### config.mk
export PLATFORM = sky130hd
export DESIGN_NAME = ysyx22041405_wbu
export DESIGN_NICKNAME = d
export VERILOG_FILES = /design/src/rtl/ysyx22041405_wbu.sv
export SDC_FILE = /design/constraint.sdc
export NUM_CORES = 1
export LEC_CHECK = 0
export BUFFER_PORTS_ARGS = -buffer_cell sky130_fd_sc_hd__buf_2
export CAP_MARGIN = 10
export CELL_PAD_IN_SITES_DETAIL_PLACEMENT = 1
export CELL_PAD_IN_SITES_GLOBAL_PLACEMENT = 2
export CORE_ASPECT_RATIO = 0.5
export CORE_MARGIN = 2
export CORE_UTILIZATION = 31
export CTS_CLUSTER_SIZE = 14
export DETAILED_ROUTE_END_ITERATION = 8
export PLACE_DENSITY_LB_ADDON = 0.1
export SETUP_SLACK_MARGIN = 0.2
export SYNTH_ARGS = -nofsm -noshare
export SYNTH_HDL_FRONTEND = slang
export SYNTH_SLANG_ARGS = --single-unit
export TNS_END_PERCENT = 100
### constraint.sdc
create_clock -name clk -period 2.5 [get_ports clk]
set_input_delay 0.5 -clock clk [delete_from_list [all_inputs] [get_ports clk]]
set_output_delay 0.5 -clock clk [all_outputs]
set_load 0.005 [all_outputs]
### src/rtl/ysyx22041405_wbu.sv
// rtl/ysyx22041405_wbu.sv - writeback unit: EXU/LSU arbitration, load formatting, regfile write, busy scoreboard
module ysyx22041405_wbu #(
  parameter int WIDTH = 32
) (
  input  logic             clk,
  input  logic             rst,
  input  logic             exu_valid,
  output logic             exu_ready,
  input  logic             exu_wen,
  input  logic [4:0]       exu_rd,
  input  logic [WIDTH-1:0] exu_result,
  input  logic             lsu_valid,
  output logic             lsu_ready,
  input  logic [4:0]       lsu_rd,
  input  logic [1:0]       lsu_size,
  input  logic             lsu_unsigned,
  input  logic [2:0]       lsu_addr_lo,
  input  logic [WIDTH-1:0] lsu_rdata,
  output logic             rf_we,
  output logic [4:0]       rf_waddr,
  output logic [WIDTH-1:0] rf_wdata,
  input  logic             issue_valid,
  input  logic [4:0]       issue_rd,
  input  logic [4:0]       raddr1,
  input  logic [4:0]       raddr2,
  output logic             busy1,
  output logic             busy2,
  output logic             commit,
  output logic [63:0]      retire_cnt
);

  logic             r_rr_lsu;
  logic             r_rf_we;
  logic [4:0]       r_rf_waddr;
  logic [WIDTH-1:0] r_rf_wdata;
  logic             r_commit;
  logic [63:0]      r_retire_cnt;
  logic [31:0]      r_busy;

  logic             w_both;
  logic             w_exu_grant;
  logic             w_lsu_grant;
  logic             w_accept;
  logic [4:0]       w_rd;
  logic             w_we;
  logic [WIDTH-1:0] w_load;
  logic [WIDTH-1:0] w_wdata;
  logic [31:0]      w_busy_nxt;

  // Readies are held low while reset is asserted so nothing handshakes into a clearing unit.
  assign w_both      = exu_valid & lsu_valid;
  assign w_lsu_grant = rst & lsu_valid & (~exu_valid | r_rr_lsu);
  assign w_exu_grant = rst & exu_valid & (~lsu_valid | ~r_rr_lsu);
  assign w_accept    = w_lsu_grant | w_exu_grant;

  assign exu_ready = w_exu_grant;
  assign lsu_ready = w_lsu_grant;

  generate
    if (WIDTH == 64) begin : g_load64
      logic [7:0]  w_b;
      logic [15:0] w_h;
      logic [31:0] w_w;
      assign w_b = lsu_rdata[{lsu_addr_lo, 3'b000} +: 8];
      assign w_h = lsu_rdata[{lsu_addr_lo[2:1], 4'b0000} +: 16];
      assign w_w = lsu_rdata[{lsu_addr_lo[2], 5'b00000} +: 32];
      always_comb begin
        w_load = lsu_rdata;
        case (lsu_size)
          2'd0:    w_load = {{56{w_b[7] & ~lsu_unsigned}}, w_b};
          2'd1:    w_load = {{48{w_h[15] & ~lsu_unsigned}}, w_h};
          2'd2:    w_load = {{32{w_w[31] & ~lsu_unsigned}}, w_w};
          default: w_load = lsu_rdata;
        endcase
      end
    end else begin : g_load32
      logic [7:0]  w_b;
      logic [15:0] w_h;
      logic        w_unused_lane;
      assign w_unused_lane = lsu_addr_lo[2];
      assign w_b = lsu_rdata[{lsu_addr_lo[1:0], 3'b000} +: 8];
      assign w_h = lsu_rdata[{lsu_addr_lo[1], 4'b0000} +: 16];
      // A dword request on a 32-bit core degrades to the full word.
      always_comb begin
        w_load = lsu_rdata;
        case (lsu_size)
          2'd0:    w_load = {{24{w_b[7] & ~lsu_unsigned}}, w_b};
          2'd1:    w_load = {{16{w_h[15] & ~lsu_unsigned}}, w_h};
          default: w_load = lsu_rdata;
        endcase
      end
    end
  endgenerate

  assign w_rd    = w_lsu_grant ? lsu_rd : exu_rd;
  assign w_we    = (w_rd != 5'd0) & (w_lsu_grant | exu_wen);
  assign w_wdata = w_lsu_grant ? w_load : exu_result;

  always_comb begin
    w_busy_nxt = r_busy;
    if (r_rf_we) begin
      w_busy_nxt[r_rf_waddr] = 1'b0;
    end
    // Set after clear: a re-issue of the register being written must stay busy.
    if (issue_valid && (issue_rd != 5'd0)) begin
      w_busy_nxt[issue_rd] = 1'b1;
    end
    w_busy_nxt[0] = 1'b0;
  end

  always_ff @(posedge clk or negedge rst) begin
    if (!rst) begin
      r_rr_lsu     <= 1'b1;
      r_rf_we      <= 1'b0;
      r_rf_waddr   <= 5'd0;
      r_rf_wdata   <= '0;
      r_commit     <= 1'b0;
      r_retire_cnt <= 64'd0;
      r_busy       <= 32'd0;
    end else begin
      r_busy   <= w_busy_nxt;
      r_commit <= w_accept;
      if (w_both) begin
        r_rr_lsu <= ~r_rr_lsu;
      end
      if (w_accept) begin
        r_rf_we      <= w_we;
        r_rf_waddr   <= w_rd;
        r_rf_wdata   <= w_wdata;
        r_retire_cnt <= r_retire_cnt + 64'd1;
      end else begin
        r_rf_we <= 1'b0;
      end
    end
  end

  assign rf_we      = r_rf_we;
  assign rf_waddr   = r_rf_waddr;
  assign rf_wdata   = r_rf_wdata;
  assign commit     = r_commit;
  assign retire_cnt = r_retire_cnt;
  assign busy1      = r_busy[raddr1];
  assign busy2      = r_busy[raddr2];

endmodule
==> run_results.csv <==
group,metric,value,unit
timing,fin_crit,2.47,ns
logic_synthesis,synth_cells,677,
timing,worst_slew_pin_slew,0.711,ns
routing,drcViolationCount,0,
grt,antenna_found_initial,6,
logic_synthesis,synth_flop_cell,"dfrtp_1",
timing,finalHoldViolations,0,
logic_synthesis,netlist_area,6880,um2
routing,post_drt_wl_per_cell,19.0,um
place,port_buffers,206,
timing,maxSlewViolCount,0,
timing,hold_ws,0.272,ns
logic_synthesis,synth-compound-area-share,13.8,%
power_and_ir_drop,power_density,765,nW/um2
place,hpwl,16900,um
logic_synthesis,synthXorXnorAreaFrac,8.14,%
clock_network,insertion_delay,0.42,ns
logic_synthesis,synthAdderAreaFrac,0.182,%
grt,grt_max_degree,128,
timing,skew,0.0113,ns
place,place_inst,1173,
routing,dr_total_vias,6205,
logic_synthesis,ys_seq_area_share,49.1,%
worst_setup_path,crit_path_max_fanout,3,
finish,final_util,41.4,%
grt,grt_pass1_wl,36800,um
routing,ant_nets,0,
die,die_h,109,um
grt,gr-usage-all-layers,20.2,%
logic_synthesis,avgSynthCellArea,10.2,um2
die,die-area,23500,um2
finish,drive_above_1_share,33.1,%
routing,routed_wl,23000,um
die,start_util,31.7,%
die,coreArea,21700,um2
power_and_ir_drop,leakage,4.22,nW
finish,final_common_cell,"buf_2",
power_and_ir_drop,ir_worst_vdd,0.351,mV
place,gp_congestion,0.808,
timing,fmax,406,MHz
clock_network,cts_tree,"done",
logic_synthesis,synth_simple_gate_area_share,18.2,%
timing,slew_headroom,52.6,%
grt,first_global_vias,6393,
timing,setup_viol,0,
finish,final_nets,999,
worst_setup_path,cp-start-kind,"register",
timing,final.setup.worst_slack,0.0343,ns
finish,area_delta_synth_final,30.6,%
clock_network,cts.clk_slew.worst_paths,0.06,ns
die,die_x,215,um
grt,overflow,0,
routing,drt-pass1-iter-count,7,
clock_network,cts_buffers,17,
routing,viasPerCell,5.12,
logic_synthesis,synth_cell_types,50,
worst_setup_path,slowest_delay,0.46,ns
outcome,status,"finished, final reports clean",
die,num_rows,38,
clock_network,clock-sinks,135,
die,io_pins,208,
worst_setup_path,path_cells,"mux4_2, mux2_2, a211oi_2, a21oi_1, buf_2",
clock_network,cts_root_buf,"clkbuf_16",
logic_synthesis,async_flop_share,100,%
place,pre_cts_ws,0.0130,ns
job,max_cap_violations,0,
clock_network,htreeDepth,4,
worst_setup_path,end_kind,"output pin",
logic_synthesis,synth_top_family_by_area,"simple AND/OR/NAND/NOR gates",
timing,rsz0062_at_grt,"yes",
timing,finalCritPeriodShare,98.6,%
finish,fin_cells,1211,
clock_network,cts_buffer_depth,2,
routing,drt-initial-drc-count,320,
worst_setup_path,critPathSlowestCell,"mux4_2",
worst_setup_path,cp.arrival,1.97,ns
logic_synthesis,ys_ff_latch,135,
worst_setup_path,worstPathRequired,2.00,ns
power_and_ir_drop,power.total,6.87,mW
min_path,hold_class,"in -> async",
finish,most-common-layout-cells,"buf_2, dfrtp_1, nand2_1, o21ai_0, xor2_1",
logic_synthesis,synth_mux_area_share,7.82,%
worst_setup_path,path_class,"reg -> out",
logic_synthesis,synth_nets,779,
logic_synthesis,yosys_warnings,0,
logic_synthesis,synth_edf_count,0,
==> sequential cells by signal, summed over array words and instances (netlist names) <==
register and cells:
retire_cnt 64, rf_wdata 32, r_busy 31, rf_waddr 5
commit 1, r_rr_lsu 1, rf_we 1
==> report_power, final <==
part           switching (mW)  internal, mW  leakage [nW]
sequential              0.375          2.58          1.63
clock                    1.01          1.52         0.282
combinational           0.705         0.684          2.30
total                    2.09          4.78          4.22
==> metrics by stage <==
step | setup TNS (ns) | instance area (um2)
finish | 0 | 8990
global route | -0.0879 | 8980
CTS | 0 | 8950
detailed placement | 0 | 8340
global placement | 0 | 8340
floorplan | 0 | 6880
==> metal layers <==
| layer | global-route usage, % | wire length (um) | share of wire (%) |
|---|---|---|---|
| met5 | 0 | 21 | 0.091 |
| met1 | 28.2 | 11100 | 48 |
| met3 | 5.67 | 1480 | 6.4 |
| met2 | 31.4 | 10300 | 45 |
| met4 | 4.32 | 102 | 0.44 |
==> final timing paths <==
path,startpoint,end,slack [ns],cells after the start
min,rst,retire_cnt[56]$_DFFE_PN0P_,0.27,2
min reg2reg,r_rr_lsu$_DFFE_PN1P_,r_rr_lsu$_DFFE_PN1P_,0.49,1
max reg2reg,retire_cnt[0]$_DFFE_PN0P_,retire_cnt[60]$_DFFE_PN0P_,0.45,7
min in group clk,exu_result[6],rf_wdata[6]$_DFFE_PN0P_,0.31,3
max in group asynchronous,rst,rf_wdata[1]$_DFFE_PN0P_,1.44,2
max,r_busy[16]$_DFF_PN0_,busy2,0.03,5
==> logic make-up after synthesis <==
kind of cell,Yosys count
buffers and inverters,48
xor gates and xnor gates,64
muxes,36
DFF,135
and+or+nand+nor,240
adders and majority gates,1
AOI/OAI and AO/OA,153
==> cells in the mapped netlist (3+ instances only) <==
| cell | count | area share [%] |
|---|---|---|
| dfrtp_1 | 134 | 49 |
| a21oi_1 | 12 | 0.87 |
| nor3_1 | 18 | 1.3 |
| nand4_1 | 14 | 1.3 |
| nor4_4 | 3 | 0.93 |
| a211oi_1 | 5 | 0.55 |
| xnor2_1 | 29 | 3.7 |
| mux2i_1 | 11 | 1.6 |
| xor2_1 | 35 | 4.5 |
| or3b_2 | 4 | 0.51 |
| clkbuf_1 | 19 | 1.0 |
| o22ai_1 | 8 | 0.73 |
| nor2_1 | 29 | 1.6 |
| nand2_1 | 98 | 5.3 |
| mux2_2 | 12 | 2.0 |
| nand3b_1 | 10 | 1.1 |
| nor2b_1 | 4 | 0.36 |
| a32oi_1 | 16 | 2.0 |
| o21ai_0 | 78 | 5.7 |
| inv_1 | 19 | 1.0 |
| nand3_1 | 25 | 1.8 |
| and4_1 | 7 | 0.89 |
| a222oi_1 | 7 | 1.0 |
| mux4_2 | 13 | 4.3 |
| buf_2 | 7 | 0.51 |
| nor4_1 | 9 | 0.82 |
| a31oi_1 | 9 | 0.82 |
| a22oi_1 | 8 | 0.87 |
| and3_1 | 6 | 0.55 |
==> worst max-delay path: cells and delay by family (launching register included) <==
kind,cells,cell delay [ns]
mux,2,0.74
flops,1,0.42
compound gates,2,0.26
buf+inv,1,0.13
==> cell type report <==
cell class,instances,area [um2]
fillers,2529,12700
flip-flops and latches,135,3380
multi-input cells,494,3330
repair buffers,229,1240
clock buffers,20,457
well taps,300,375
clock inverters,11,125
inverters,20,78.8
diodes,2,5.00
==> repair_timing <==
action | 4_1_cts | 5_1_grt
buffers inserted | 0 | 4
setup endpoints to repair | 2 | 4
gates cloned | 0 | 0
pin swaps | 2 | 2
hold buffers | 1 | 0
gates resized for setup | 3 | 2
endpoints found under the hold margin | 8 | 0
(Power assumes the default switching activity.)
